## src/rtl/axp_lsu.sv

```systemverilog
`default_nettype none
// ============================================================================
//  Module   : axp_lsu
//  Purpose  : Load/store unit: one aligned 64-bit bus access per request,
//             load extraction/extension and LDx_L/STx_C lock tracking.
//  Revision : 1.0 - initial release
// ============================================================================
module axp_lsu #(
    parameter int LOCK_LSB = 3
) (
    input  logic        clock,
    input  logic        reset_n,
    input  logic        req_valid,
    output logic        req_ready,
    input  logic [31:0] cmd,
    input  logic [63:0] addr,
    input  logic [7:0]  mask,
    input  logic [63:0] st_data,
    input  logic        lock_clear,
    output logic        bus_valid,
    input  logic        bus_ready,
    output logic [60:0] bus_addr,
    output logic        bus_we,
    output logic [7:0]  bus_be,
    output logic [63:0] bus_wdata,
    input  logic        bus_rvalid,
    input  logic [63:0] bus_rdata,
    output logic        res_valid,
    input  logic        res_ready,
    output logic        res_wb,
    output logic        res_fault,
    output logic [63:0] res_data
);

    typedef enum logic [1:0] {
        S_IDLE  = 2'd0,
        S_ISSUE = 2'd1,
        S_WAIT  = 2'd2,
        S_RESP  = 2'd3
    } state_t;

    localparam logic [5:0] c_op_ldbu  = 6'h0A;
    localparam logic [5:0] c_op_ldq_u = 6'h0B;
    localparam logic [5:0] c_op_ldwu  = 6'h0C;
    localparam logic [5:0] c_op_stw   = 6'h0D;
    localparam logic [5:0] c_op_stb   = 6'h0E;
    localparam logic [5:0] c_op_stq_u = 6'h0F;
    localparam logic [5:0] c_op_ldl   = 6'h28;
    localparam logic [5:0] c_op_ldq   = 6'h29;
    localparam logic [5:0] c_op_ldl_l = 6'h2A;
    localparam logic [5:0] c_op_ldq_l = 6'h2B;
    localparam logic [5:0] c_op_stl   = 6'h2C;
    localparam logic [5:0] c_op_stq   = 6'h2D;
    localparam logic [5:0] c_op_stl_c = 6'h2E;
    localparam logic [5:0] c_op_stq_c = 6'h2F;

    state_t r_state, w_state_nxt;

    logic [5:0]           r_op;
    logic [63:0]          r_ea;
    logic [7:0]           r_be;
    logic [63:0]          r_wdata;
    logic                 r_we;
    logic                 r_is_load;
    logic                 r_is_ldl;
    logic                 r_is_stc;
    logic                 r_res_wb;
    logic                 r_res_fault;
    logic [63:0]          r_res_data;
    logic                 r_lock;
    logic [63:LOCK_LSB]   r_lock_addr;

    logic [5:0]  w_op;
    logic        w_is_load, w_is_store, w_is_ldl, w_is_stc, w_is_unal;
    logic [63:0] w_ea;
    logic [2:0]  w_szm1;
    logic        w_fault, w_gran_hit, w_stc_ok, w_accept, w_direct;
    logic [63:0] w_rd_sh, w_ld_data;
    logic        w_unused;

    assign w_op     = cmd[31:26];
    assign w_unused = ^cmd[25:0];

    always_comb begin
        w_is_load  = 1'b0;
        w_is_store = 1'b0;
        w_is_ldl   = 1'b0;
        w_is_stc   = 1'b0;
        w_is_unal  = 1'b0;
        case (w_op)
            c_op_ldbu, c_op_ldwu, c_op_ldl, c_op_ldq: w_is_load = 1'b1;
            c_op_ldq_u: begin
                w_is_load = 1'b1;
                w_is_unal = 1'b1;
            end
            c_op_ldl_l, c_op_ldq_l: begin
                w_is_load = 1'b1;
                w_is_ldl  = 1'b1;
            end
            c_op_stw, c_op_stb, c_op_stl, c_op_stq: w_is_store = 1'b1;
            c_op_stq_u: begin
                w_is_store = 1'b1;
                w_is_unal  = 1'b1;
            end
            c_op_stl_c, c_op_stq_c: begin
                w_is_store = 1'b1;
                w_is_stc   = 1'b1;
            end
            default: ;
        endcase
    end

    // Size-1 falls out of the mask's top lane bits: 01->0, 03->1, 0F->3, FF->7
    assign w_ea       = w_is_unal ? {addr[63:3], 3'b000} : addr;
    assign w_szm1     = {mask[7], mask[3], mask[1]};
    assign w_fault    = |(w_ea[2:0] & w_szm1);
    assign w_gran_hit = r_lock && (r_lock_addr == w_ea[63:LOCK_LSB]);
    assign w_stc_ok   = w_gran_hit && !lock_clear && !w_fault;
    assign w_accept   = req_valid && (r_state == S_IDLE);
    assign w_direct   = w_fault || (w_is_stc && !w_stc_ok);

    assign w_rd_sh = bus_rdata >> {r_ea[2:0], 3'b000};

    always_comb begin
        case (r_op)
            c_op_ldbu:             w_ld_data = {56'd0, w_rd_sh[7:0]};
            c_op_ldwu:             w_ld_data = {48'd0, w_rd_sh[15:0]};
            c_op_ldl, c_op_ldl_l:  w_ld_data = {{32{w_rd_sh[31]}}, w_rd_sh[31:0]};
            default:               w_ld_data = w_rd_sh;
        endcase
    end

    always_ff @(posedge clock or negedge reset_n) begin
        if (!reset_n) r_state <= S_IDLE;
        else          r_state <= w_state_nxt;
    end

    always_comb begin
        w_state_nxt = r_state;
        case (r_state)
            S_IDLE:  if (w_accept)   w_state_nxt = w_direct ? S_RESP : S_ISSUE;
            S_ISSUE: if (bus_ready)  w_state_nxt = S_WAIT;
            S_WAIT:  if (bus_rvalid) w_state_nxt = S_RESP;
            S_RESP:  if (res_ready)  w_state_nxt = S_IDLE;
            default:                 w_state_nxt = S_IDLE;
        endcase
    end

    always_ff @(posedge clock or negedge reset_n) begin
        if (!reset_n) begin
            r_op        <= '0;
            r_ea        <= '0;
            r_be        <= '0;
            r_wdata     <= '0;
            r_we        <= 1'b0;
            r_is_load   <= 1'b0;
            r_is_ldl    <= 1'b0;
            r_is_stc    <= 1'b0;
            r_res_wb    <= 1'b0;
            r_res_fault <= 1'b0;
            r_res_data  <= '0;
        end else if (w_accept) begin
            r_op        <= w_op;
            r_ea        <= w_ea;
            r_be        <= mask << w_ea[2:0];
            r_wdata     <= st_data << {w_ea[2:0], 3'b000};
            r_we        <= w_is_store;
            r_is_load   <= w_is_load;
            r_is_ldl    <= w_is_ldl;
            r_is_stc    <= w_is_stc;
            // Preloaded for the direct-to-RESP path; overwritten on bus completion
            r_res_fault <= w_fault;
            r_res_wb    <= w_is_stc && !w_fault;
            r_res_data  <= '0;
        end else if (r_state == S_WAIT && bus_rvalid) begin
            r_res_fault <= 1'b0;
            r_res_wb    <= r_is_load || r_is_stc;
            r_res_data  <= r_is_load ? w_ld_data : {63'd0, r_is_stc};
        end
    end

    always_ff @(posedge clock or negedge reset_n) begin
        if (!reset_n) begin
            r_lock      <= 1'b0;
            r_lock_addr <= '0;
        end else if (lock_clear) begin
            r_lock <= 1'b0;
        end else if (w_accept && (w_is_stc || (w_is_store && w_gran_hit))) begin
            r_lock <= 1'b0;
        end else if (r_state == S_WAIT && bus_rvalid && r_is_ldl) begin
            r_lock      <= 1'b1;
            r_lock_addr <= r_ea[63:LOCK_LSB];
        end
    end

    assign req_ready = (r_state == S_IDLE);
    assign bus_valid = (r_state == S_ISSUE);
    assign res_valid = (r_state == S_RESP);
    assign bus_addr  = r_ea[63:3];
    assign bus_we    = r_we;
    assign bus_be    = r_be;
    assign bus_wdata = r_wdata;
    assign res_wb    = r_res_wb;
    assign res_fault = r_res_fault;
    assign res_data  = r_res_data;

endmodule
`default_nettype wire

```

## config.mk

```make
export PLATFORM = sky130hd
export DESIGN_NAME = axp_lsu
export DESIGN_NICKNAME = d
export VERILOG_FILES = /design/src/rtl/axp_lsu.sv
export SDC_FILE = /design/constraint.sdc
export NUM_CORES = 1
export LEC_CHECK = 0
export BUFFER_PORTS_ARGS = -buffer_cell sky130_fd_sc_hd__clkbuf_2
export CORE_MARGIN = 5
export CORE_UTILIZATION = 47
export CTS_CLUSTER_SIZE = 12
export DETAILED_ROUTE_END_ITERATION = 10
export PLACE_DENSITY = 0.77
export SLEW_MARGIN = 20
export SYNTH_ARGS = -nofsm -noshare
export SYNTH_HDL_FRONTEND = slang
export SYNTH_SLANG_ARGS = --single-unit
```

## constraint.sdc

```tcl
create_clock -name clock -period 2.2 [get_ports clock]
set_input_delay 0.11 -clock clock [delete_from_list [all_inputs] [get_ports clock]]
set_output_delay 0.11 -clock clock [all_outputs]
set_load 0.01 [all_outputs]
```

Yosys cells after proc, flatten, opt, wreduce, memory -nomap -nowiden
Cells that the tools add are included.
{ "totals": {"regBits": 276, "ramBits": 0, "memories": 0, "romBits": 0, "latch_bits": 0, "out_inout_bits": 203} }
{ "op_classes": {"mul": 0, "reduce_logical": 28, "addsub": 0, "n_lt_le_gt_ge": 0, "div": 0, "bitwise_logic": 3, "muxes": 23, "eq_ne": 26, "shift": 3} }
{ "op_table": {"columns": ["cell", "count"], "rows": [
  ["$mux W64", 3],
  ["$pmux W64 S3", 1],
  ["$shl A64 B6 Y64", 1],
  ["$shr A64 B6 Y64", 1],
  ["$eq A61 B61 Y1", 1],
  ["$eq A6 B6 Y1 const B", 10],
  ["$eq A6 B4 Y1 const B", 8],
  ["$reduce_or A7 Y1", 2],
  ["$mux W1", 12],
  ["$logic_and A1 B1 Y1", 10],
  ["$mux W2", 5],
  ["$pmux W2 S4", 1],
  ["$reduce_or A2 Y1", 4],
  ["$shl A8 B3 Y8", 1],
  ["$ne A2 B1 Y1 const B", 3],
  ["$eq A2 B2 Y1 const B", 2],
  ["$reduce_and A4 Y1", 1],
  ["$and A3 B3 Y3", 1],
  ["$logic_not A1 Y1", 3],
  ["$logic_or A1 B1 Y1", 3],
  ["$mux W3", 1],
  ["$reduce_and A3 Y1", 1],
  ["$reduce_bool A3 Y1", 1],
  ["$reduce_or A3 Y1", 1],
  ["other kinds (5)", 6]
]} }

Depth between registers and ports, before layout
{ "depth": {"depth_word": 14, "depth_mapped": 9, "depth_no_buf": 8} }

Worst setup path after synthesis
Ideal clock, no wire load.
{ "synth_timing": {"kind": "register -> register", "startpoint": "register r_state[0]", "endpoint": "register r_lock_addr[53] (netlist name)", "required_ns": 2.075, "t_arrival_ns": 2.086, "n_path_buf": 2, "path_slack_ns": -0.011, "stages_incl_launch_ff": 10, "period_less_slack_ns": 2.211, "setup_ns": 0.125, "cell_sequence": "dfrtp_1 -> inv_1 -> ha_1 -> and2_1 -> clkbuf_1 -> nand3_1 -> nand2b_1 -> nor3_2 -> buf_2 -> mux2_2"} }
{ "synth_via": {"elab_chain_len": 5, "word_cells_on_any_way": 8, "classes_between": "eq/ne: 1; bitwise: 1; reduce/logical: 6"} }
{ "synth_rtl": {"columns": ["element", "line_no", "text"], "rows": [
  ["start, declared", "57", "state_t r_state, w_state_nxt;"],
  ["start signal, assigned", "135", "else r_state <= w_state_nxt;"],
  ["$logic_not A2 Y1", null, null],
  ["named net req_ready", "14", "output logic req_ready,"],
  ["$logic_and A1 B1 Y1", "119", "assign w_accept = req_valid && (r_state == S_IDLE);"],
  ["$logic_and A1 B1 Y1", "188", "end else if (w_accept && (w_is_stc || (w_is_store && w_gran_hit))) begin"],
  ["$not A1 Y1 (no line)", null, null],
  ["$reduce_and A3 Y1 (no line)", null, null],
  ["end signal, assigned", "192", "r_lock_addr <= r_ea[63:LOCK_LSB];"],
  ["end, declared", "71", "logic [63:LOCK_LSB] r_lock_addr;"]
]} }
The timed path passes the listed nets, and every way through them passes these cells.
A chain may end at the register's enable or synchronous reset.

Worst setup path in the final report
{ "layout_timing": {"startpoint": "register r_lock_addr[39] (netlist name)", "endpoint": "register r_lock_addr[56] (netlist name)"} }
{ "layout_via": {"elab_chain_len": 7} }
{ "layout_rtl": {"columns": ["element", "line_no", "text"], "rows": [
  ["$eq A61 B61 Y1", "117", "assign w_gran_hit = r_lock && (r_lock_addr == w_ea[63:LOCK_LSB]);"],
  ["$logic_and A1 B1 Y1", "117", null],
  ["$logic_and A1 B1 Y1", "188", null],
  ["$logic_or A1 B1 Y1", "188", null],
  ["$logic_and A1 B1 Y1", "188", null],
  ["$not A1 Y1 (no line)", null, null],
  ["$reduce_and A3 Y1 (no line)", null, null]
]} }
Every way passes these cells.

==> qor.log <==
[timing] aggregate negative setup slack -12.26 ns
[setup_path] master of the slowest instance on the critical path sky130_fd_sc_hd__dfrtp_1
[layout] commonest cells after routing, fill and taps aside sky130_fd_sc_hd__clkbuf_2, sky130_fd_sc_hd__nand2_1, sky130_fd_sc_hd__dfrtp_1
[logic_synthesis] Cell variety after synth 54
[routing] via count of the routed design 14427
[routing] router iterations before antenna repair 5
[timing] maximum clock frequency 408 MHz
[logic_synthesis] asr flop ratio synth 1.00
[logic_synthesis] top post-synthesis cells by area sky130_fd_sc_hd__dfrtp_1, sky130_fd_sc_hd__nand2_1, sky130_fd_sc_hd__mux2_2, sky130_fd_sc_hd__mux2i_1, sky130_fd_sc_hd__a22o_1
[clocking] clock-pin slew of the registers on the worst-case setup and hold paths 0.06 ns
[placed_design] final weighted congestion in routability-driven placement 0.955
[setup_path] critical path start-end classification reg -> reg
[global_routing] pin count of the biggest net entering global routing 91
[timing] RSZ-0062 raised after global routing true
[logic_synthesis] leading register cell type out of synthesis sky130_fd_sc_hd__dfrtp_1
[clocking] clock buffers created by TritonCTS 31
[logic_synthesis] count of flip-flops with a built-in enable after synthesis 0
[setup_path] buffers plus inverters on the worst setup path 2
[global_routing] number of global-route vias before repair 14825
[layout] Layout Area Growth over Synthesis 34.3%
[floorplan] floorplan die area 34900 um^2
[run] number of max-capacitance violations reported 0
[timing] post-layout minimum cycle time 2.45 ns
[timing] Slew headroom 0.559
[floorplan] x dimension of the die 187 um
[setup_path] startpoint kind of the worst setup timing path flop
[global_routing] total congestion overflow 0
[routing] Avg Vias per Cell 5.78
[layout] layout cell share with drive strength beyond 1 0.326
[placed_design] Area after DPL 17400 um^2
[logic_synthesis] Post-Synthesis Cells 1570
[routing] sum of routed wire length over all layers 56200 um
[timing] post-route clock period utilization 1.11
[clocking] source-to-sink clock delay at the later pin of the worst-skew pair 0.58 ns
[logic_synthesis] cell taking the most area after synthesis sky130_fd_sc_hd__dfrtp_1
[logic_synthesis] area fraction of the dominant cell type after synthesis 0.470
[floorplan] initial core utilization 0.478
[setup_path] critical path depth 9
[setup_path] Critical Path Max Stage Delay 0.39 ns
[clocking] clock tree from TritonCTS yes
[placed_design] final HPWL from detailed placement 40000 um
[power_and_ir_drop] VDD IR-drop max 0.000709 V
[routing] initial detailed-routing violation count 1277
[min_path] type of the tightest min-delay check in -> reg
[clocking] Max Root-Sink Buffers 3
[layout] number of nets in the finished design 2321
[logic_synthesis] netlist area before placement 14700 um^2
[floorplan] Placeable Area 30700 um^2
[global_routing] initial antenna violation count 7
[timing] Finish-stage setup viols 61
[power_and_ir_drop] power density normalized to cell area 1140 nW/um^2
[floorplan] overall die height 187 um
[logic_synthesis] Yosys warning count 0
[floorplan] number of primary I/O pins 442
[layout] final design utilization 0.642
[global_routing] GRT Total Usage 0.307
[floorplan] number of standard-cell rows in the floorplan 64
[setup_path] CP Data Required Time 2.64 ns
[setup_path] crit-path max FO 30
[setup_path] signal arrival time at the worst endpoint 2.89 ns
[layout] number of fill cells 2506
[timing] maximum clock skew at final layout 0.0180 ns
[timing] Worst Max-Slew Pin Slew 0.643 ns
[setup_path] delay-heaviest family, CP simple AND/OR/NAND/NOR gates
[outcome] violated checks negative setup slack
[timing] count of endpoints failing hold in the final timing report 0
[layout] final instance area 19700 um^2
[placed_design] Port Buffers 415
[global_routing] first-pass GRT wire length 85600 um
[min_path] instance count along the most critical hold path 5
[setup_path] type of element capturing the critical path flop
[routing] average detailed-routed wire length per instance 22.5 um
[logic_synthesis] total of flip-flops plus latches after synthesis 276
[logic_synthesis] post-synthesis sequential area ratio 0.470
[layout] most common library cell in the layout ignoring fill and taps sky130_fd_sc_hd__clkbuf_2
[timing] PnR worst setup slack -0.249 ns
[routing] remaining routing DRC violations 0
[logic_synthesis] post-synthesis net count 1813
[routing] residual antenna-violating net count after detailed routing 0
[setup_path] length in cells of the worst reg-to-reg path 9
[logic_synthesis] Mean Syn Cell Area 9.36 um^2
[clocking] H-tree level count 1
[timing] max-slew violations 0
[clocking] clock root buffer master sky130_fd_sc_hd__clkbuf_16
[outcome] run status finished with violations
[clocking] Sink Count 276
[setup_path] cell breakdown of the critical path xnor2_1 -> buf_4 -> nand4_1 -> nor4_2 -> nand4_1 -> nor3_4 -> nor3_4 -> buf_12 -> mux2_1
[power_and_ir_drop] leakage component of the power 9.98 nW
## per-layer routing
layer	track usage	share of wire	up-vias
li1	-	-	6437
met1	0.379	0.38	6984
met2	0.508	0.47	812
met3	0.0817	0.092	184
met4	0.138	0.051	10
met5	0	0.0012	-
## synth_stat cells (11+ instances only)
library cell and instances:
sky130_fd_sc_hd__nor2b_1 19, sky130_fd_sc_hd__mux2_2 86, sky130_fd_sc_hd__buf_4 61, sky130_fd_sc_hd__inv_1 21, sky130_fd_sc_hd__mux2i_1 75, sky130_fd_sc_hd__nand2_1 382, sky130_fd_sc_hd__o21ai_0 106, sky130_fd_sc_hd__a22o_1 68
sky130_fd_sc_hd__a21oi_1 75, sky130_fd_sc_hd__nand3_1 32, sky130_fd_sc_hd__xor2_1 12, sky130_fd_sc_hd__buf_2 13, sky130_fd_sc_hd__nor3_1 11, sky130_fd_sc_hd__dfrtp_1 276, sky130_fd_sc_hd__clkbuf_1 81, sky130_fd_sc_hd__a31oi_1 28
sky130_fd_sc_hd__nor2_1 55, sky130_fd_sc_hd__o22ai_1 17, sky130_fd_sc_hd__xnor2_1 30
## per-stage QoR
stage               total power, mW  hold slack [ns]  cells  worst slack (ns)
floorplan                      13.7           -0.186   1570           -0.0112
global placement               16.8           0.0957   2314            -0.296
detailed placement             17.1           0.0966   2314            -0.299
CTS                            22.3          0.00185   2487            -0.190
global route                   23.8           0.0217   2494            -0.335
finish                         22.5           0.0187   2494            -0.249
## layout make-up
cell class,count,area (um^2),share of cell area
multi-input cells,1107,7000,0.355
flip-flops and latches,276,6910,0.350
repair buffers,640,4290,0.217
clock buffers,45,888,0.0450
well taps,396,495,0.0251
inverters,22,82.6,0.00418
clock inverters,6,70.1,0.00355
diodes,2,5.00,0.000253
## logic make-up after synthesis
| logic type | synth area share |
|---|---|
| xor+xnor | 0.0250 |
| fa+ha+maj | 0.00340 |
| mux | 0.130 |
| simple gates | 0.152 |
| flops | 0.470 |
| compound gates | 0.156 |
| buf+inv | 0.0644 |
## path summary, 6_finish.rpt
check                                               to  slack, ns                   startpoint
max                        r_lock_addr[56]$_DFFE_PN0P_      -0.25  r_lock_addr[39]$_DFFE_PN0P_
min                          bus_wdata[56]$_DFFE_PN0P_       0.02                  st_data[56]
max reg2reg                r_lock_addr[56]$_DFFE_PN0P_      -0.25  r_lock_addr[39]$_DFFE_PN0P_
min reg2reg                         bus_we$_DFFE_PN0P_       0.48           bus_we$_DFFE_PN0P_
max in group asynchronous         r_ea[33]$_DFFE_PN0P_       1.37                      reset_n
min in group asynchronous     res_data[63]$_DFFE_PN0P_       0.08                      reset_n
## worst min-delay path, cell delays in order
cell and delay [ns]:
sky130_fd_sc_hd__clkbuf_2 0.11, sky130_fd_sc_hd__nand2_1 0.08, sky130_fd_sc_hd__a31oi_1 0.08, sky130_fd_sc_hd__a21oi_1 0.10, sky130_fd_sc_hd__a21oi_1 0.07
## report_power, final
part	switching [mW]	internal [mW]	total, mW
Clock	2.11	2.89	5.00
Combinational	5.56	3.86	9.42
Sequential	1.34	6.73	8.06
## registers in the layout, indices dropped and copies added, names as in the netlist
signal       cells
r_is_ldl         1
r_lock_addr     61
r_is_stc         1
r_lock           1
res_data        64
r_state          2
res_wb           1
r_op             6
bus_wdata       64
bus_be           8
r_is_load        1
bus_we           1
res_fault        1
r_ea            64
## repair_timing
action                     4_1_cts  5_1_grt
setup buffers                    1        6
gates resized for setup          4       19
pin swaps                        2       11
hold endpoints to repair       355        0
hold buffers                   121        0
setup endpoints to repair       61       74
cloned                           0        2
(Power assumes the default switching activity.)
